### src/rtl/axis_pkt_fifo_pkg.sv
// Shared AXI-Stream constants and packet-FSM state encodings.
// Also consumed by the UART framer.
package axis_pkt_fifo_pkg;

   localparam int AXIS_DATA_W = 8;
   localparam int AXIS_DEPTH  = 16;

   typedef enum logic {
      ST_STORE = 1'b0,
      ST_CUT   = 1'b1
   } pkt_state_t;

endpackage

### src/rtl/axis_fifo_ram.sv
// Simple dual-port storage: synchronous write, asynchronous read.
// The array is intentionally not reset.
module axis_fifo_ram #(
   parameter int W      = 9,
   parameter int DEPTH  = 16,
   parameter int ADDR_W = $clog2(DEPTH)
) (
   input  logic              clk,
   input  logic              we,
   input  logic [ADDR_W-1:0] waddr,
   input  logic [W-1:0]      wdata,
   input  logic [ADDR_W-1:0] raddr,
   output logic [W-1:0]      rdata
);

   logic [W-1:0] mem [DEPTH];

   always_ff @(posedge clk) begin
      if (we) mem[waddr] <= wdata;
   end

   assign rdata = mem[raddr];

endmodule

### src/rtl/axis_pkt_fifo.sv
// AXI-Stream FIFO with first-word-fall-through output, level/threshold flags
// and optional store-and-forward packet mode with oversize-packet cut-through.
module axis_pkt_fifo
   import axis_pkt_fifo_pkg::*;
#(
   parameter int DATA_W    = AXIS_DATA_W,
   parameter int DEPTH     = AXIS_DEPTH,
   parameter int PKT_MODE  = 0,
   parameter int AFULL_TH  = DEPTH - 2,
   parameter int AEMPTY_TH = 2
) (
   input  logic                       clk,
   input  logic                       rst,
   input  logic [DATA_W-1:0]          s_tdata,
   input  logic                       s_tlast,
   input  logic                       s_tvalid,
   output logic                       s_tready,
   output logic [DATA_W-1:0]          m_tdata,
   output logic                       m_tlast,
   output logic                       m_tvalid,
   input  logic                       m_tready,
   output logic [$clog2(DEPTH):0]     level,
   output logic [$clog2(DEPTH):0]     pkt_count,
   output logic                       almost_full,
   output logic                       almost_empty
);

   localparam int ADDR_W = $clog2(DEPTH);
   localparam logic [ADDR_W:0]   FULL_LVL = (ADDR_W+1)'(DEPTH);
   localparam logic [ADDR_W:0]   CNT_ONE  = (ADDR_W+1)'(1);
   localparam logic [ADDR_W-1:0] PTR_ONE  = ADDR_W'(1);

   logic [ADDR_W-1:0] wr_ptr, rd_ptr;
   logic [ADDR_W:0]   level_q, pkt_q;
   logic [DATA_W:0]   head;
   logic              head_vld, push, pop, cnt_inc, cnt_dec;
   pkt_state_t        state, state_nx;

   axis_fifo_ram #(.W(DATA_W + 1), .DEPTH(DEPTH), .ADDR_W(ADDR_W)) u_ram (
      .clk   (clk),
      .we    (push),
      .waddr (wr_ptr),
      .wdata ({s_tlast, s_tdata}),
      .raddr (rd_ptr),
      .rdata (head)
   );

   // s_tready looks only at registered level, so a full FIFO refuses a push
   // even when a pop happens in the same cycle.
   assign s_tready = (level_q != FULL_LVL);
   assign push     = s_tvalid && s_tready;
   assign pop      = head_vld && m_tready;
   assign cnt_inc  = push && s_tlast;
   assign cnt_dec  = pop && head[DATA_W];

   always_comb begin
      state_nx = state;
      head_vld = (level_q != '0);
      if (PKT_MODE != 0) begin
         case (state)
            ST_STORE: begin
               head_vld = (level_q != '0) && (pkt_q != '0);
               // Full with no complete packet: only forwarding can make room.
               if (level_q == FULL_LVL && pkt_q == '0) state_nx = ST_CUT;
            end
            ST_CUT: begin
               if (head_vld && m_tready && head[DATA_W]) state_nx = ST_STORE;
            end
            default: state_nx = ST_STORE;
         endcase
      end
   end

   always_ff @(posedge clk or posedge rst) begin
      if (rst) begin
         state   <= ST_STORE;
         wr_ptr  <= '0;
         rd_ptr  <= '0;
         level_q <= '0;
         pkt_q   <= '0;
      end else begin
         state <= state_nx;
         if (push) wr_ptr <= wr_ptr + PTR_ONE;
         if (pop)  rd_ptr <= rd_ptr + PTR_ONE;
         case ({push, pop})
            2'b10:   level_q <= level_q + CNT_ONE;
            2'b01:   level_q <= level_q - CNT_ONE;
            default: level_q <= level_q;
         endcase
         case ({cnt_inc, cnt_dec})
            2'b10:   pkt_q <= pkt_q + CNT_ONE;
            2'b01:   pkt_q <= pkt_q - CNT_ONE;
            default: pkt_q <= pkt_q;
         endcase
      end
   end

   assign m_tvalid     = head_vld;
   assign m_tdata      = head_vld ? head[DATA_W-1:0] : '0;
   assign m_tlast      = head_vld && head[DATA_W];
   assign level        = level_q;
   assign pkt_count    = pkt_q;
   assign almost_full  = (int'(level_q) >= AFULL_TH);
   assign almost_empty = (int'(level_q) <= AEMPTY_TH);

endmodule

### config.mk
export PLATFORM = sky130hd
export DESIGN_NAME = axis_pkt_fifo
export DESIGN_NICKNAME = d
export VERILOG_FILES = /design/src/rtl/axis_pkt_fifo_pkg.sv /design/src/rtl/axis_fifo_ram.sv /design/src/rtl/axis_pkt_fifo.sv
export SDC_FILE = /design/constraint.sdc
export NUM_CORES = 1
export LEC_CHECK = 0
export CAP_MARGIN = 15
export CORE_UTILIZATION = 57
export DETAILED_ROUTE_END_ITERATION = 10
export DONT_BUFFER_PORTS = 1
export GPL_ROUTABILITY_DRIVEN = 0
export PLACE_DENSITY_LB_ADDON = 0.25
export SLEW_MARGIN = 20
export SYNTH_ARGS = -nofsm -noshare
export SYNTH_HDL_FRONTEND = slang
export SYNTH_HIERARCHICAL = 1
export SYNTH_SLANG_ARGS = --single-unit
### constraint.sdc
create_clock -name clk -period 2.8 [get_ports clk]
set_clock_uncertainty 0.1 [all_clocks]
set_input_delay 0.56 -clock clk [delete_from_list [all_inputs] [get_ports clk]]
set_output_delay 0.56 -clock clk [all_outputs]
set_load 0.1 [all_outputs]
==> results of run 1 <==
==> flip-flops by register name, summed over array words and instances, names as in the netlist <==
name and count:
u_ram/mem 144, level 5, pkt_count 5, rd_ptr 4, wr_ptr 4
==> metal layers <==
layer,track usage [%],vias up,share of wire (%)
met1,35.31,1860,41
met4,10.23,0,1.8
met5,0,-,0
met2,36.65,174,49
li1,-,1547,-
met3,5.796,22,7.5
==> cell families after synthesis <==
kind of cell,Yosys count
adders and majority gates,11
xor gates and xnor gates,15
buffers and inverters,19
and+or+nand+nor,72
AOI/OAI and AO/OA,37
muxes,41
DFF,162
==> Yosys cell counts (all sizes together), types with 5 or more instances <==
cell type  instances
inv                5
nand2             17
ha                10
a22oi             18
nor3               5
nor2              19
mux4              36
dfrtp             18
xnor2              8
edfxtp           144
mux2               5
xor2               7
buf                9
and2              11
==> final cells by class <==
| class | instances | area [um2] |
|---|---|---|
| fillers | 696 | 3501 |
| multi-input cells | 176 | 1992 |
| flip-flops and latches | 162 | 4792 |
| repair buffers | 50 | 469.2 |
| well taps | 143 | 178.9 |
| inverters | 5 | 18.77 |
| clock buffers | 18 | 429.2 |
| clock inverters | 13 | 135.1 |
==> worst reg2reg max path, cell delays in order, from the launching register on <==
cell      delay [ns]
dfrtp_2         0.41
buf_4           0.13
mux4_1          0.57
a22oi_2         0.18
nand2_1         0.08
and2_4          0.15
ha_4            0.19
xor2_2          0.14
ha_2            0.22
nor3_2          0.04
o211ai_1        0.17
o311ai_1        0.13
xor2_1          0.15
==> path summary, 6_finish.rpt <==
check,endpoint,cells after the start,slack [ns],from
max in group asynchronous,level[3],1,2.01,rst
worst max-delay path,m_tdata[0],8,-0.15,rd_ptr[0]
min in group clk,u_ram/mem[15][0],0,0.13,s_tdata[0]
worst min-delay path,level[1],1,0.04,rst
worst max register to register,pkt_count[4],12,-0.03,rd_ptr[0]
worst min register to register,wr_ptr[3],1,0.44,wr_ptr[3]
==> stage by stage <==
step | cell area, um2 | hold WS [ns] | setup WS, ns
floorplan | 6863 | 0.3866 | -0.1868
global placement | 7203 | 0.4177 | 0.05205
detailed placement | 7203 | 0.4278 | -0.06038
CTS | 7909 | 0.06688 | -0.1483
global route | 8015 | 0.1053 | -0.2136
finish | 8015 | 0.03911 | -0.1491
==> repair_timing <==
item / 4_1_cts / 5_1_grt
setup buffers: 5 / 5
gates cloned: 2 / 0
endpoints found under the setup margin: 11 / 15
pin swaps: 12 / 8
gates resized for setup: 34 / 12
hold buffers: 0 / 0
endpoints found under the hold margin: 0 / 0
==> out/metrics.csv, run 1 <==
metric,value,unit
# diodes,0,
CP required,2.14,ns
remaining antenna violation count,0,
"Cell Area, Synth",6770,um2
post-synthesis sequential area ratio,70.52,%
failing checks,"DRC, setup timing",
DR iter-0 viols,406,
Final Util,69.60,%
multiplexer share of the synthesized area,13.64,%
relative slew slack,24.92,%
"Primary FF master, synth",edfxtp_1,
Post-synth EDFFs,144,
cell repeated most along the worst path,buf_12,
"most common cell after layout, fill and taps aside",edfxtp_1,
type of origin of the critical path,register,
Die Wd,111.0,um
row cnt,39,
area grow syn2layout,18.39,%
"slowest stage cell, crit path",dfrtp_2,
Setup Crit Path Kind,reg2out,
worst-margin pin slew,1.122,ns
initial antenna violation count,0,
Slew Limit Fails,0,
die footprint,12320,um2
Post-Synth XOR/XNOR Area,1.940,%
Max Fclk,339.1,MHz
clock root buffer,clkbuf_16,
NumNets Final,436,
DPL Wire Length,8.114,mm
worst path arrival time,2.29,ns
adder-cell area share of the yosys netlist,2.144,%
Final Non-Filler Cells,567,
final worst setup slack,-0.1491,ns
largest family of logic cells by synthesized area,multiplexers,
share of flip-flops with an asynchronous set or reset,11.11,%
CTS tree,done,
Cells after Synth,357,
Ys Warns,6,
core box area,11520,um2
Initial DRT Pass Iterations,7,
PortBufs,0,
via-per-instance ratio,6.354,
drc violations,6,
worst path bufs/invs,4,
critical path capture point type,output pin,
synthesized area per cell,18.96,um2
largest net degree at the start of global routing,19,
Tcrit/Tclk final,105.3,%
MaxCap Viol Count,0,
most frequent cells in the layout,"edfxtp_1, buf_4, mux4_2",
RSZ-0062 raised after global routing,yes,
vias in the first global route,3640,
Final min period,2.949,ns
simple-gate area share of the yosys netlist,5.655,%
clock sinks,162,
GRT Residual Overflow,0,
largest area contributor in the synthesized netlist,edfxtp_1,
total CTS buffers,17,
clock-pin slew of the registers on the worst-case setup and hold paths,0.07,ns
first-pass GRT wire length,21.51,mm
Routed WL per cell,24.46,um
"flops & latches, synth",162,
top post-synthesis cells by area,"edfxtp_1, mux4_2, dfrtp_1",
CP Cell Sequence,buf_12 > buf_12 > buf_16 > mux4_2 > a22oi_2 > buf_4 > nand2_2 > and2_4,
Max H-tree Level,4,
Crit Path Max Fanout,5,
Ports,36,
final hold violation count,0,
Clock Latency Late Sink,0.42,ns
routed wire length,13.87,mm
fraction of layout cells with a size suffix above 1,38.44,%
setup tns final,-0.7557,ns
Unique masters post-synth,45,
cell family with most CP delay,buffers and inverters,
Worst Hold Class,in2async,
net count after synthesis,381,
Compound-Gate Fraction of Synth Area,4.047,%
top cell type's share of synthesized area,63.87,%
Tot GR Track Use,24.59,%
placed cells,524,
status,"complete, but fails checks",
DR vias,3603,
largest stage delay on the critical path,0.44,ns
Max clock buf depth,2,
Initial Utilization,58.79,%
Die Ht,111.0,um
final setup fails,9,
Power of run 1 is left out: the tool's default activity adds up to more than one toggle a clock period on the data nets, which glitch-free logic cannot reach.
==> run 2: changes to the inputs <==
--- a/config.mk
+++ b/config.mk
@@ -7,6 +7,7 @@
 export LEC_CHECK = 0
 export CAP_MARGIN = 15
 export CORE_UTILIZATION = 57
+export CTS_CLUSTER_SIZE = 10
 export DETAILED_ROUTE_END_ITERATION = 10
 export DONT_BUFFER_PORTS = 1
 export GPL_ROUTABILITY_DRIVEN = 0
@@ -14,5 +15,4 @@
 export SLEW_MARGIN = 20
 export SYNTH_ARGS = -nofsm -noshare
 export SYNTH_HDL_FRONTEND = slang
-export SYNTH_HIERARCHICAL = 1
 export SYNTH_SLANG_ARGS = --single-unit
==> run 2 against run 1 <==
  * The flow still finishes with violations (DRC, setup timing)
  * Final area increased by 7.7%
  * Sequential share of layout area shrank 4.3 points
  * Synthesized cell count up 4.5%
  * Fmax is 1.2% lower
  * Die area grew 0.40%
  * Setup slack worse by 0.036 ns
  * Critical endpoint is now level[4]
  * Largest cell class unchanged
==> out/metrics.csv, run 2 <==
metric,value,unit,change
RSZ-0062 raised after global routing,yes,,unchanged
Worst Hold Class,in2async,,unchanged
largest net degree at the start of global routing,21,,was 19
CP required,3.01,ns,was 2.14 ns
DPL Wire Length,8.017,mm,was 8.114 mm
Initial Utilization,59.03,%,was 58.79%
Clock Latency Late Sink,0.43,ns,was 0.42 ns
drc violations,2,,was 6
Final Util,74.96,%,was 69.60%
cell repeated most along the worst path,or3_4,,was buf_12
total CTS buffers,17,,unchanged
Tot GR Track Use,25.64,%,was 24.59%
"slowest stage cell, crit path",dfrtp_4,,was dfrtp_2
routed wire length,14.90,mm,was 13.87 mm
Ports,36,,unchanged
"top cells by count, synth","edfxtp_1, mux4_2, nor2_1, dfrtp_1, ha_1",,"was edfxtp_1, mux4_2, nor2_1, a22oi_1, dfrtp_1"
remaining antenna violation count,0,,unchanged
"flops & latches, synth",162,,unchanged
die footprint,12370,um2,"was 12,320 um2"
met1 WL,5.952,mm,was 5.730 mm
Post-Place Worst Slack,-0.2003,ns,was -0.06038 ns
worst path arrival time,3.19,ns,was 2.29 ns
Die Wd,111.2,um,was 111.0 um
share of flip-flops with an asynchronous set or reset,11.11,%,unchanged
final worst setup slack,-0.1856,ns,was -0.1491 ns
Tcrit/Tclk final,106.6,%,was 105.3%
Hold Buf Count CTS,0,,unchanged
area grow syn2layout,26.98,%,was 18.39%
Cells after Synth,373,,was 357
final hold violation count,0,,unchanged
initial antenna violation count,0,,unchanged
"most common cell after layout, fill and taps aside",edfxtp_1,,unchanged
NumNets Final,475,,was 436
core box area,11520,um2,unchanged
Max clock buf depth,2,,unchanged
synthesized area per cell,18.22,um2,was 18.96 um2
CP Cell Sequence,or3_4 > or3_4 > nand2_4 > inv_2 > ha_4 > fa_2 > a21o_1 > a2111oi_2 > a31oi_1 > a221o_1,,was buf_12 > buf_12 > buf_16 > mux4_2 > a22oi_2 > buf_4 > nand2_2 > and2_4
"Primary FF master, synth",edfxtp_1,,unchanged
failing checks,"DRC, setup timing",,unchanged
DR iter-0 viols,365,,was 406
vias in the first global route,3904,,"was 3,640"
first-pass GRT wire length,22.36,mm,was 21.51 mm
register name with the most flops,u_ram.mem,,was u_ram/mem
clock root buffer,clkbuf_16,,unchanged
CTS tree,done,,unchanged
Ys Warns,0,,was 6
top sig layer,met4,,unchanged
final setup fails,12,,was 9
largest area contributor in the synthesized netlist,edfxtp_1,,unchanged
cell with the most instances after synthesis,edfxtp_1,,unchanged
WL met3,752,um,was 1.035 mm
via-per-instance ratio,6.220,,was 6.354
cell family with most CP delay,simple AND/OR/NAND/NOR gates,,was buffers and inverters
DR vias,3757,,"was 3,603"
worst-margin pin slew,0.9148,ns,was 1.122 ns
WHS,0.02479,ns,was 0.03911 ns
row cnt,39,,unchanged
critical path capture point type,register,,was output pin
Max H-tree Level,4,,unchanged
Die Ht,111.2,um,was 111.0 um
clock-pin slew of the registers on the worst-case setup and hold paths,0.06,ns,was 0.07 ns
Slew Limit Fails,0,,unchanged
Final min period,2.986,ns,was 2.949 ns
Crit Path Max Fanout,3,,was 5
clock sinks,162,,unchanged
GRT Residual Overflow,0,,unchanged
type of origin of the critical path,register,,unchanged
Post-synth EDFFs,144,,unchanged
Setup Crit Path Kind,reg2reg,,was reg2out
status,"complete, but fails checks",,unchanged
relative slew slack,39.01,%,was 24.92%
top cell type's share of synthesized area,63.61,%,was 63.87%
largest stage delay on the critical path,0.47,ns,was 0.44 ns
PortBufs,0,,unchanged
fill cell count,642,,was 696
# diodes,0,,unchanged
net count after synthesis,400,,was 381
routed wl met2,7.799,mm,was 6.861 mm
post-synthesis sequential area ratio,70.24,%,was 70.52%
most frequent cells in the layout,"edfxtp_1, buf_4, mux4_2",,unchanged
Initial DRT Pass Iterations,7,,unchanged
Max Fclk,334.9,MHz,was 339.1 MHz
MaxCap Viol Count,0,,unchanged
top post-synthesis cells by area,"edfxtp_1, mux4_2, dfrtp_1",,unchanged
Routed WL per cell,24.67,um,was 24.46 um
"Cell Area, Synth",6798,um2,was 6770 um2
Unique masters post-synth,43,,was 45
worst path bufs/invs,1,,was 4
max reg flops,144,,unchanged
fraction of layout cells with a size suffix above 1,43.60,%,was 38.44%
-- run 2: worst paths after layout --
check	to	from	slack [ns]	depth (start not counted)
min	pkt_count[1]	rst	0.02	1
max	level[4]	level[4]	-0.19	10
min reg2reg	wr_ptr[3]	wr_ptr[0]	0.51	2
max in group asynchronous	level[4]	rst	2.04	1
max reg2reg	level[4]	level[4]	-0.19	10
min in group clk	u_ram.mem[4][5]	s_tdata[5]	0.12	0
-- run 2: final cells by class --
type | instances | area [um2] | share of cell area, %
clock buffer | 19 | 432.9 | 5.015
clock inverter | 13 | 137.6 | 1.594
sequential | 162 | 4790 | 55.49
inverter | 9 | 33.78 | 0.3914
timing repair buffer | 76 | 859.6 | 9.958
multi-input combinational | 182 | 2200 | 25.48
tap | 143 | 178.9 | 2.073
-- run 2: stage by stage --
step / instances / cell area, um2 / TNS (ns)
2_1_floorplan: 373 / 6964 / -1.174
3_3_place_gp: 552 / 7555 / -0.1304
3_5_place_dp: 552 / 7555 / -0.2518
4_1_cts: 599 / 8509 / -1.412
5_1_grt: 604 / 8632 / -2.278
6_report: 604 / 8632 / -1.337
-- run 2: cells by family after synthesis --
logic type / count (synthesis) / share of synthesized area, %
compound gates: 42 / 3.902
fa+ha+maj: 14 / 2.687
xor+xnor: 15 / 1.933
simple gates: 54 / 3.829
buf+inv: 29 / 2.117
mux: 57 / 15.30
flops: 162 / 70.24
-- run 2: routing by layer --
layer | vias to the layer above | track usage, %
met5 | - | 0
met4 | 0 | 11.35
met3 | 32 | 6.506
met2 | 136 | 44.17
met1 | 1960 | 30.56
li1 | 1629 | -
-- run 2: what timing repair did --
| item | 4_1_cts | 5_1_grt |
|---|---|---|
| setup endpoints to repair | 13 | 14 |
| cloned | 3 | 1 |
| pin swaps | 6 | 8 |
| gates resized for setup | 50 | 19 |
| buffers inserted | 12 | 4 |
Power of run 2 is left out for the same reason.
